`config.mk`:
```
export PLATFORM = sky130hd
export DESIGN_NAME = fetch_unit
export DESIGN_NICKNAME = d
export VERILOG_FILES = /design/src/rtl/uarch_pkg.sv /design/src/rtl/fetch_queue.sv /design/src/rtl/fetch_unit.sv
export SDC_FILE = /design/constraint.sdc
export NUM_CORES = 1
export LEC_CHECK = 0
export BUFFER_PORTS_ARGS = -buffer_cell sky130_fd_sc_hd__buf_2
export CELL_PAD_IN_SITES_DETAIL_PLACEMENT = 0
export CELL_PAD_IN_SITES_GLOBAL_PLACEMENT = 1
export CORE_MARGIN = 8
export CORE_UTILIZATION = 54
export DETAILED_ROUTE_END_ITERATION = 7
export PLACE_DENSITY_LB_ADDON = 0.1
export RECOVER_POWER = 100
export SLEW_MARGIN = 20
export SYNTH_ARGS = -nofsm -noshare
export SYNTH_HDL_FRONTEND = slang
export SYNTH_HIERARCHICAL = 1
export SYNTH_SLANG_ARGS = --single-unit
```
`constraint.sdc`:
```
create_clock -name clk -period 22.7 [get_ports clk]
set_clock_uncertainty 0.2 [all_clocks]
set_input_delay 2.27 -clock clk [delete_from_list [all_inputs] [get_ports clk]]
set_output_delay 2.27 -clock clk [all_outputs]
set_load 0.01 [all_outputs]
```
`src/rtl/uarch_pkg.sv`:
```
// Shared micro-architecture constants and types for the instruction-fetch path.
package uarch_pkg;

    localparam int FETCH_WIDTH     = 2;
    localparam int CPU_ADDR_BITS   = 32;
    localparam int CPU_INST_BITS   = 32;
    localparam int FQ_DEPTH        = 4;
    localparam int MAX_OUTSTANDING = 2;
    localparam logic [CPU_ADDR_BITS-1:0] RESET_PC = '0;

    typedef struct packed {
        logic [CPU_ADDR_BITS-1:0]             pc;
        logic [FETCH_WIDTH*CPU_INST_BITS-1:0] insts;
        logic [FETCH_WIDTH-1:0]               slot_val;
    } fetch_packet_t;

    typedef enum logic {
        ST_RUN   = 1'b0,
        ST_FLUSH = 1'b1
    } fetch_state_e;

endpackage

```
`src/rtl/fetch_queue.sv`:
```
// Synchronous FIFO of fetch blocks with single-cycle flush and occupancy count.
module fetch_queue
    import uarch_pkg::*;
#(
    parameter int DEPTH = FQ_DEPTH
) (
    input  logic                        clk,
    input  logic                        rst,
    input  logic                        flush,
    input  logic                        push,
    input  fetch_packet_t               push_data,
    input  logic                        pop,
    output fetch_packet_t               head,
    output logic                        empty,
    output logic [$clog2(DEPTH+1)-1:0]  count
);

    localparam int PTR_W = (DEPTH > 1) ? $clog2(DEPTH) : 1;
    localparam int CNT_W = $clog2(DEPTH + 1);

    fetch_packet_t      mem [DEPTH];
    logic [PTR_W-1:0]   wr_ptr_reg;
    logic [PTR_W-1:0]   rd_ptr_reg;
    logic [CNT_W-1:0]   count_reg;
    logic               full;
    logic               do_push;
    logic               do_pop;

    function automatic logic [PTR_W-1:0] ptr_inc(input logic [PTR_W-1:0] p);
        return (p == PTR_W'(DEPTH - 1)) ? '0 : p + 1'b1;
    endfunction

    assign empty   = (count_reg == '0);
    assign full    = (count_reg == CNT_W'(DEPTH));
    assign do_pop  = pop && !empty;
    // A full queue still takes a push when the head leaves in the same cycle.
    assign do_push = push && (!full || do_pop);

    always_ff @(posedge clk) begin
        if (!rst || flush) begin
            wr_ptr_reg <= '0;
            rd_ptr_reg <= '0;
            count_reg  <= '0;
        end else begin
            if (do_push) wr_ptr_reg <= ptr_inc(wr_ptr_reg);
            if (do_pop)  rd_ptr_reg <= ptr_inc(rd_ptr_reg);
            count_reg <= count_reg + CNT_W'(do_push) - CNT_W'(do_pop);
        end
    end

    always_ff @(posedge clk) begin
        if (do_push && !flush) mem[wr_ptr_reg] <= push_data;
    end

    assign head  = empty ? '0 : mem[rd_ptr_reg];
    assign count = count_reg;

endmodule

```
`src/rtl/fetch_unit.sv`:
```
// Fetch PC owner: issues block-aligned requests under a credit limit, queues
// responses for decode and drains stale responses after a redirect.
module fetch_unit
    import uarch_pkg::*;
#(
    parameter int FETCH_WIDTH     = uarch_pkg::FETCH_WIDTH,
    parameter int CPU_ADDR_BITS   = uarch_pkg::CPU_ADDR_BITS,
    parameter int CPU_INST_BITS   = uarch_pkg::CPU_INST_BITS,
    parameter logic [CPU_ADDR_BITS-1:0] RESET_PC = uarch_pkg::RESET_PC,
    parameter int MAX_OUTSTANDING = uarch_pkg::MAX_OUTSTANDING,
    parameter int FQ_DEPTH        = uarch_pkg::FQ_DEPTH
) (
    input  logic                                  clk,
    input  logic                                  rst,
    input  logic                                  imem_req_rdy,
    output logic                                  imem_req_val,
    output logic [CPU_ADDR_BITS-1:0]              imem_req_packet,
    output logic                                  imem_rec_rdy,
    input  logic                                  imem_rec_val,
    input  logic [FETCH_WIDTH*CPU_INST_BITS-1:0]  imem_rec_packet,
    input  logic                                  redirect_val,
    input  logic [CPU_ADDR_BITS-1:0]              redirect_pc,
    input  logic                                  dec_rdy,
    output logic                                  dec_val,
    output fetch_packet_t                         dec_packet
);

    localparam int BLK_BYTES  = FETCH_WIDTH * 4;
    localparam int SLOT_W     = (FETCH_WIDTH > 1) ? $clog2(FETCH_WIDTH) : 1;
    localparam int OUT_W      = $clog2(MAX_OUTSTANDING + 1);
    localparam int PEND_PTR_W = (MAX_OUTSTANDING > 1) ? $clog2(MAX_OUTSTANDING) : 1;
    localparam int CNT_W      = $clog2(FQ_DEPTH + 1);
    localparam logic [CPU_ADDR_BITS-1:0] OFF_MASK = CPU_ADDR_BITS'(BLK_BYTES - 1);

    fetch_state_e               state_reg, state_next;
    logic [CPU_ADDR_BITS-1:0]   pc_reg, pc_next;
    logic [OUT_W-1:0]           outstanding_reg, outstanding_next;
    logic [OUT_W-1:0]           drop_reg, drop_next;

    // Pending FIFO keeps the full request PC; block address and slot offset derive from it.
    logic [CPU_ADDR_BITS-1:0]   pend_pc_mem [MAX_OUTSTANDING];
    logic [PEND_PTR_W-1:0]      pend_wr_ptr_reg;
    logic [PEND_PTR_W-1:0]      pend_rd_ptr_reg;
    logic [CPU_ADDR_BITS-1:0]   pend_head_pc;
    logic [SLOT_W-1:0]          pend_head_slot;

    logic                       req_hs;
    logic                       rec_hs;
    logic                       dec_hs;
    logic                       credit_ok;
    logic [FETCH_WIDTH-1:0]     rsp_slot_val;

    logic                       fq_push;
    fetch_packet_t              fq_push_data;
    fetch_packet_t              fq_head;
    logic                       fq_empty;
    logic [CNT_W-1:0]           fq_count;

    function automatic logic [PEND_PTR_W-1:0] pend_inc(input logic [PEND_PTR_W-1:0] p);
        return (p == PEND_PTR_W'(MAX_OUTSTANDING - 1)) ? '0 : p + 1'b1;
    endfunction

    assign credit_ok = (outstanding_reg < OUT_W'(MAX_OUTSTANDING)) &&
                       ((int'(outstanding_reg) + int'(fq_count)) < FQ_DEPTH);

    assign imem_req_val    = rst && (state_reg == ST_RUN) && credit_ok;
    assign imem_req_packet = pc_reg & ~OFF_MASK;
    assign imem_rec_rdy    = rst;

    assign req_hs = imem_req_val && imem_req_rdy;
    assign rec_hs = imem_rec_rdy && imem_rec_val;
    assign dec_hs = dec_val && dec_rdy;

    assign pend_head_pc   = pend_pc_mem[pend_rd_ptr_reg];
    assign pend_head_slot = SLOT_W'((pend_head_pc & OFF_MASK) >> 2);

    generate
        for (genvar gi = 0; gi < FETCH_WIDTH; gi++) begin : g_slot_val
            assign rsp_slot_val[gi] = (gi >= int'(pend_head_slot));
        end
    endgenerate

    always_comb begin
        fq_push_data          = '0;
        fq_push_data.pc       = pend_head_pc & ~OFF_MASK;
        fq_push_data.insts    = imem_rec_packet;
        fq_push_data.slot_val = rsp_slot_val;
    end

    always_comb begin
        state_next       = state_reg;
        pc_next          = pc_reg;
        drop_next        = drop_reg;
        fq_push          = 1'b0;
        outstanding_next = outstanding_reg + OUT_W'(req_hs) - OUT_W'(rec_hs);

        case (state_reg)
            ST_RUN: begin
                fq_push = rec_hs;
            end
            ST_FLUSH: begin
                drop_next = drop_reg - OUT_W'(rec_hs);
                if (drop_reg == OUT_W'(rec_hs)) state_next = ST_RUN;
            end
            default: state_next = ST_RUN;
        endcase

        if (req_hs) pc_next = (pc_reg & ~OFF_MASK) + CPU_ADDR_BITS'(BLK_BYTES);

        // Everything still in flight after this edge belongs to the old path.
        if (redirect_val) begin
            pc_next    = redirect_pc;
            fq_push    = 1'b0;
            drop_next  = outstanding_next;
            state_next = (outstanding_next != '0) ? ST_FLUSH : ST_RUN;
        end
    end

    always_ff @(posedge clk) begin
        if (!rst) begin
            state_reg       <= ST_RUN;
            pc_reg          <= RESET_PC;
            outstanding_reg <= '0;
            drop_reg        <= '0;
            pend_wr_ptr_reg <= '0;
            pend_rd_ptr_reg <= '0;
        end else begin
            state_reg       <= state_next;
            pc_reg          <= pc_next;
            outstanding_reg <= outstanding_next;
            drop_reg        <= drop_next;
            if (req_hs) pend_wr_ptr_reg <= pend_inc(pend_wr_ptr_reg);
            if (rec_hs) pend_rd_ptr_reg <= pend_inc(pend_rd_ptr_reg);
        end
    end

    always_ff @(posedge clk) begin
        if (req_hs) pend_pc_mem[pend_wr_ptr_reg] <= pc_reg;
    end

    fetch_queue #(
        .DEPTH (FQ_DEPTH)
    ) u_fetch_queue (
        .clk       (clk),
        .rst       (rst),
        .flush     (redirect_val),
        .push      (fq_push),
        .push_data (fq_push_data),
        .pop       (dec_hs),
        .head      (fq_head),
        .empty     (fq_empty),
        .count     (fq_count)
    );

    assign dec_val    = rst && !fq_empty;
    assign dec_packet = rst ? fq_head : '0;

endmodule

```
==> reports/results.ini <==
[critical_path]
reg2reg_depth = 8
rrSetupSlack_ns = 15.28
cp_max_fo = 97
cp.required_ns = 22.64
endpoint_kind = register
cp-start-kind = input port
cp.arrival_ns = 10.55
regToRegStartpoint = u_fetch_queue/count[1]
crit_type = input port to register
r2r-end = u_fetch_queue/mem[3][63]

[cells_and_area]
fin_nets = 1526
largest_reg_flops = 392
final_common_cell = edfxtp_1
area_growth_pct = 13.4
drive_above_1_share_pct = 19.3
final_cells = 1962
mostFrequentLayoutCells = edfxtp_1 (452), clkbuf_1 (156), nor2b_1 (102)

[cts]
cts_setup_buffers = 0
cts_resized = 0
clk_latency_ns = 0.56
tritoncts = built
clockBufferDepth = 3
cts_made_buffers = 49
cts_root_buf = clkbuf_16
clkTransAtPathRegs_ns = 0.06
postCtsHoldBufs = 0
clock_sinks = 499
htreeDepth = 2

[timing]
rsz0062_at_grt = no
final-setup-viol-count = 0
worst_pin_slew_ns = 4.18
drv_slew = 600
fin_crit_ns = 10.61
hold_viol_final = 0
finalCritPeriodShare_pct = 46.7
tns_ns = 0
slew_headroom_pct = -178
fmax_ghz = 0.0943

[logic_synthesis]
synth_top_area_share_pct = 65.9
syn_area_mm2 = 0.0206
synth.avg_cell_area_um2 = 17.3
yosysUniqueCellTypes = 53
async_flop_share_pct = 0
synth_edf_count = 452
yosys_warnings = 6
synth-seq-cells = 499
seq_area_frac_synth_pct = 70.5
netlist_instances = 1191
yosysTopAreaCell = edfxtp_1
synth_flop_cell = edfxtp_1
ys_top_cells_by_area = edfxtp_1 (66%), mux4_2 (11%), dfxtp_1 (4.6%)

[placement]
dpl.hpwl_um = 25500
gp_congestion = 0.847
port_buffers = 229
dp_cells = 1871

[status]
status = finished with violations
failed_checks = capacitance limit, slew limit

[global_route]
gr-usage-all-layers_pct = 18.8
grt_max_degree = 98
grt.overflow.total = 0
antenna_found_initial = 2
grt_first_pass_wirelength_um = 65100
grt_pass1_vias = 11100

[detailed_routing]
drt-initial-drc-count = 714
drc = 0
drt_wl_total_um = 42600
detail_route.wl_per_cell_um = 21.7
vias = 10900
vias_per_cell = 5.55
ant_nets = 0
dr.pass1.iters = 5

[floorplan]
io-pin-count = 235
die_h_um = 211
core_mm2 = 0.0376
start_util_pct = 54.8
die_w_um = 211
die_area_mm2 = 0.0446
rows = 71

[worst_hold_path]
hp-class = register to register
hold_start = u_fetch_queue/rd_ptr_reg[0]
whs_path_depth = 2

[pwr]
total_leakage_power_nw = 7.54
p_per_area_mw_per_mm2 = 80.1
ir_worst_vdd_uv = 56.5

[job]
cap_viol_max_count = 13

==> kinds of logic after synthesis <==
family | after synthesis | share of synthesized area, %
DFF | 499 | 70.5
and+or+nand+nor | 348 | 10.2
muxes | 130 | 12.5
buffers and inverters | 110 | 2.90
AOI/OAI and AO/OA | 74 | 2.48
xor gates and xnor gates | 15 | 0.638
adders and majority gates | 13 | 0.827
other | 2 | 0.0365
==> power breakdown <==
part | switching (mW) | leakage (nW) | total, mW | internal, mW
clock | 0.320 | 0.735 | 0.764 | 0.444
sequential | 0.0142 | 4.48 | 1.04 | 1.02
combinational | 0.0438 | 2.33 | 0.0692 | 0.0254
total | 0.378 | 7.54 | 1.87 | 1.49
==> worst max path at each step <==
| stage | startpoint | to | slack [ns] | depth (start not counted) |
|---|---|---|---|---|
| final | rst | pend_pc_mem[0][26] | 12.09 | 7 |
| after CTS | rst | dec_packet[69] | 16.27 | 4 |
| after floorplan | redirect_val | u_fetch_queue/mem[1][0] | 11.26 | 5 |
| after detailed placement | rst | dec_packet[69] | 16.26 | 4 |
| after global placement | rst | dec_packet[69] | 16.28 | 4 |
| after global routing | rst | pend_pc_mem[0][26] | 11.16 | 7 |
==> stage by stage <==
stage / utilization, % / power (mW) / setup slack, ns / cell area (µm²) / hold slack (ns)
CTS: 62.8 / 1.90 / 16.27 / 23600 / 0.296
global placement: 58.7 / 1.13 / 16.28 / 22100 / 0.270
finish: 62.1 / 1.87 / 12.09 / 23300 / 0.294
detailed placement: 58.7 / 1.13 / 16.26 / 22100 / 0.282
global route: 62.1 / 1.93 / 11.16 / 23300 / 0.314
floorplan: - / 1.10 / 11.26 / 20600 / 0.225
==> cells in the mapped netlist (3+ instances only) <==
cell type,n
and4_1,6
a31oi_1,4
nor2_1,25
nor2b_1,102
a21oi_1,12
a211oi_1,10
and2_1,104
inv_1,13
o21ai_0,22
mux2i_1,3
nor4_1,10
nand2_1,20
ha_1,12
o211ai_1,4
buf_4,33
clkbuf_1,45
buf_8,3
buf_2,13
xnor2_1,12
nand2b_1,4
nand3_1,15
or3_1,7
xor2_1,3
nand4_1,12
mux2_2,29
mux4_2,98
and3_1,10
a311oi_1,11
edfxtp_1,452
nor3b_1,6
nor3_1,16
dfxtp_1,47
==> area by class of cell <==
cell class	instances	area, µm²
Antenna cell	2	5.00
Fill cell	2884	14200
Inverter	13	48.8
Timing Repair Buffer	249	1090
Multi-Input combinational cell	599	5530
Tap cell	511	639
Clock buffer	67	1340
Clock inverter	22	178
Sequential cell	499	14500
==> per-layer routing <==
layer	wire, µm	vias up	share of wire [%]	global-route usage [%]
li1	-	4996	-	-
met5	0	-	0	0
met2	20900	291	49	31.5
met3	2380	48	5.6	3.32
met4	682	0	1.6	5.02
met1	18600	5549	44	25.4
==> critical path: stages <==
cell and delay, ns:
clkbuf_1 1.04, clkbuf_1 3.02, nand4bb_1 1.16, nor2_1 0.95
inv_1 0.46, nor2_1 0.20, clkbuf_1 1.42
Power figures use the tool's default switching activity.
